### config.mk
export PLATFORM = sky130hd
export DESIGN_NAME = seq_shifter
export DESIGN_NICKNAME = d
export VERILOG_FILES = /design/src/rtl/seq_shifter.sv
export SDC_FILE = /design/constraint.sdc
export NUM_CORES = 1
export LEC_CHECK = 0
export CAP_MARGIN = 0
export CORE_ASPECT_RATIO = 1.2
export CORE_MARGIN = 4
export CORE_UTILIZATION = 30
export DETAILED_ROUTE_END_ITERATION = 7
export GPL_TIMING_DRIVEN = 0
export PLACE_DENSITY = 0.58
export SYNTH_ARGS = -nofsm -noshare
export SYNTH_HDL_FRONTEND = slang
export SYNTH_SLANG_ARGS = --single-unit
### constraint.sdc
create_clock -name clk -period 1.6 [get_ports clk]
set_clock_uncertainty 0.2 [all_clocks]
set_input_delay 0.32 -clock clk [delete_from_list [all_inputs] [get_ports clk]]
set_output_delay 0.32 -clock clk [all_outputs]
set_load 0.01 [all_outputs]
### src/rtl/seq_shifter.sv
// Iterative 32-bit shifter (SLL/SRL/SRA/ROR), one bit position per clock.
// Latency: done pulses amt+1 cycles after start is accepted (amt=0 -> next cycle).
// Handshake: start is accepted in IDLE or DONE only and is ignored while busy.
module seq_shifter #(
  parameter int WIDTH = 32,
  parameter int SHW   = 5
) (
  input  logic             clk,
  input  logic             rst_n,
  input  logic             start,
  input  logic [1:0]       op,
  input  logic [SHW-1:0]   amt,
  input  logic [WIDTH-1:0] din,
  output logic             busy,
  output logic             done,
  output logic [WIDTH-1:0] dout
);

  localparam logic [1:0] OP_SLL = 2'b00;
  localparam logic [1:0] OP_SRL = 2'b01;
  localparam logic [1:0] OP_SRA = 2'b10;

  typedef enum logic [1:0] {
    S_IDLE  = 2'b00,
    S_SHIFT = 2'b01,
    S_DONE  = 2'b10
  } state_t;

  state_t           r_state;
  logic [WIDTH-1:0] r_acc;
  logic [SHW-1:0]   r_cnt;
  logic [1:0]       r_opr;
  logic             r_busy;
  logic             r_done;
  logic [WIDTH-1:0] r_dout;
  logic [WIDTH-1:0] w_next;
  logic             w_accept;

  // Single-bit step of the accumulator for the latched operation.
  always_comb begin
    w_next = r_acc;
    case (r_opr)
      OP_SLL:  w_next = {r_acc[WIDTH-2:0], 1'b0};
      OP_SRL:  w_next = {1'b0, r_acc[WIDTH-1:1]};
      OP_SRA:  w_next = {r_acc[WIDTH-1], r_acc[WIDTH-1:1]};
      default: w_next = {r_acc[0], r_acc[WIDTH-1:1]};
    endcase
  end

  // A new request is only taken when no shift is in progress.
  always_comb begin
    w_accept = start && ((r_state == S_IDLE) || (r_state == S_DONE));
  end

  // Control FSM plus datapath; busy/done/dout are all registered so they
  // change together on the state transition edge.
  always_ff @(posedge clk) begin
    if (!rst_n) begin
      r_state <= S_IDLE;
      r_acc   <= '0;
      r_cnt   <= '0;
      r_opr   <= '0;
      r_busy  <= 1'b0;
      r_done  <= 1'b0;
      r_dout  <= '0;
    end else begin
      case (r_state)
        S_IDLE, S_DONE: begin
          if (w_accept) begin
            r_acc <= din;
            r_cnt <= amt;
            r_opr <= op;
            if (amt == '0) begin
              // Zero shift: result is the operand itself, no SHIFT cycles.
              r_state <= S_DONE;
              r_busy  <= 1'b0;
              r_done  <= 1'b1;
              r_dout  <= din;
            end else begin
              r_state <= S_SHIFT;
              r_busy  <= 1'b1;
              r_done  <= 1'b0;
            end
          end else begin
            r_state <= S_IDLE;
            r_busy  <= 1'b0;
            r_done  <= 1'b0;
          end
        end
        S_SHIFT: begin
          r_acc <= w_next;
          r_cnt <= r_cnt - SHW'(1);
          if (r_cnt == SHW'(1)) begin
            // Final step lands straight in dout on entry to DONE.
            r_state <= S_DONE;
            r_busy  <= 1'b0;
            r_done  <= 1'b1;
            r_dout  <= w_next;
          end
        end
        default: begin
          r_state <= S_IDLE;
          r_busy  <= 1'b0;
          r_done  <= 1'b0;
        end
      endcase
    end
  end

  assign busy = r_busy;
  assign done = r_done;
  assign dout = r_dout;

endmodule

==> results.cfg <==
[routing]
drt-vias-per-instance = 5.23
dr_total_vias = 3062
dr.pass1.iters = 4
drt_iter0_drc = 110
routed_wl_mm = 9.74
drc = 0
ant_nets = 0
wl_per_cell_um = 16.6

[setup_path]
cpPeakStageDelay_ns = 0.32
endpoint_kind = register
critical_path.max_fanout = 6
start_kind = register
crit_chain = inv_2 -> ha_4 -> nor4b_4 -> a22o_4 -> nor2_4 -> buf_6 -> buf_8 -> o2bb2ai_1
worstPathArrival_ns = 1.74
cp_data_required_time_ns = 1.62
cpMaxStageDelayCell = dfxtp_2
critPathKind = register to register

[placement]
place_area_um2 = 4190
place.port_buffers = 75
place_ws_ns = -0.448
dp_hpwl_mm = 6.81
place.gp.congestion = 0.825

[sta]
timing.final.crit_share = 1.07
finalWorstSetupSlack_ns = -0.116
max_freq_ghz = 0.583
worst-slew-pin-transition_ns = 0.435
hold_viol = 0
finalSetupViolCount = 30
slew_headroom = 0.710
fin_crit_ns = 1.72
rsz0062_at_grt = true
maxSlewViolCount = 0
hold_ws_ns = 0.268

[global_routing]
grt_first_pass_wirelength_mm = 15.2
grt_max_degree = 13
grt-ovfl-total = 0
antenna_found_initial = 0
grt_pass1_vias = 2976
grt_use_total = 0.155

[pwr]
power.density_nw_per_um2 = 1090
p_leak_uw = 0.00194
p_int_uw = 3860
ir_drop_uv = 563
pwr-share-comb = 0.192
p_seq_frac = 0.396
switching_share = 0.268
power_frac_clock = 0.412
switchingPower_uw = 1420

[clock_tree]
root_buffer = clkbuf_16
cts_tree = yes
cts_made_buffers = 9
cts_max_path_buffers = 2
clock_latency_ns = 0.33
clk_pin_slew_ns = 0.06
clock-sinks = 73
cts_max_level = 3

[layout]
syn2layout_area_growth_pct = 48.2
layout-drive-gt1-share = 0.287
layout_common_cells = 68 x dfxtp_1, 49 x nor2_1, 38 x clkdlybuf4s50_1
nets = 497
stdcell_area_um2 = 4860
diodes = 0
final_common_cell = dfxtp_1

[synth]
syn_nets = 398
synthArstFlopShare = 0
syn_area_per_cell_um2 = 9.26
synth_ff_type = dfxtp_1
synth-edff-count = 0
ys_types = 29
syn_inst = 354
synth-warning-count = 0
syn_area_um2 = 3280
ys_seq_area_frac = 0.446
synth-seq-cells = 73

[outcome]
status = finished with violations
violations = setup timing

[job]
maxCapViolations = 0

[floorplan]
row_count = 41
die_w_um = 103
dieArea_um2 = 12700
io_pins = 76
initial_core_util = 0.309
die_y_um = 123
core_um2 = 10600

[min_path]
holdCritPathClass = register to register
final cells by class:
cell class | count | area (µm²)
Buffer | 29 | 251
Fill cell | 1035 | 5760
Tap cell | 129 | 161
Sequential cell | 73 | 1470
Clock buffer | 10 | 239
Clock inverter | 5 | 80.1
Multi-Input combinational cell | 246 | 1790
Inverter | 4 | 15.0
Timing Repair Buffer | 90 | 852
synth_stat cells, types with 2 or more instances:
cell / instances / share of area
dfxtp_1: 73 / 0.45
o2bb2ai_1: 55 / 0.15
nor2_1: 50 / 0.057
nand2_1: 37 / 0.042
o21ai_0: 34 / 0.052
a31o_2: 27 / 0.072
buf_2: 13 / 0.020
a21oi_1: 12 / 0.018
buf_6: 9 / 0.031
clkbuf_1: 8 / 0.0092
o2bb2ai_2: 5 / 0.023
inv_1: 4 / 0.0046
a22oi_1: 3 / 0.0069
a31o_1: 3 / 0.0080
nand2b_1: 3 / 0.0057
a211oi_1: 2 / 0.0046
a221oi_1: 2 / 0.0053
ha_1: 2 / 0.0076
nor3_1: 2 / 0.0031
worst max-delay path: cells and delay by family (launching register included):
family                     cells  cell delay, ns
adders and majority gates      1            0.11
buffers and inverters          3            0.33
and+or+nand+nor                2            0.30
AOI/OAI and AO/OA              2            0.33
DFF                            1            0.32
power by group through the flow:
stage,clock (µW),combinational (µW),sequential (µW)
2_1_floorplan,0,572,2100
3_3_place_gp,0,898,2120
3_5_place_dp,0,900,2120
4_1_cts,2200,984,2080
5_1_grt,2250,1110,2110
6_report,2170,1010,2090
final timing paths:
check / start / to / slack [ns] / cells after the start
hold reg to reg: dout[26] / dout[26] / 0.27 / 1
hold / removal: dout[26] / dout[26] / 0.27 / 1
setup / recovery: r_cnt[1] / dout[26] / -0.12 / 8
setup reg to reg: r_cnt[1] / dout[26] / -0.12 / 8
logic make-up (layout without fill, tap and decap cells):
family / count (synthesis) / in the layout / synth area share
compound gates: 145 / 145 / 0.345
fa+ha+maj: 2 / 2 / 0.00763
buf+inv: 35 / 138 / 0.0668
flops: 73 / 73 / 0.446
simple gates: 99 / 99 / 0.135
metal layers:
layer	share of wire	GRT usage
met1	0.45	0.207
met2	0.48	0.246
met3	0.045	0.0222
met4	0.023	0.0696
met5	0	0
what timing repair did:
action | in CTS | in global routing
pin swaps | 3 | 2
hold buffers | 0 | 0
resized for setup | 91 | 21
buffers inserted | 10 | 2
endpoints found under the setup margin | 103 | 71
cloned | 3 | 0
flip-flops by register name, indices dropped and copies added, names as in the netlist:
register / cells
done: 1
dout: 32
r_acc: 32
r_cnt: 5
r_opr: 2
r_state: 1
per-stage QoR:
step	power [µW]	util	std cells	setup TNS, ns
after floorplan	2670	-	354	0
after global placement	3010	0.395	558	-25.94
after detailed placement	3020	0.395	558	-26.87
after CTS	5270	0.449	585	-2.02
after global routing	5470	0.458	586	-7.61
final	5280	0.458	586	-2.62
(Power assumes the default switching activity.)
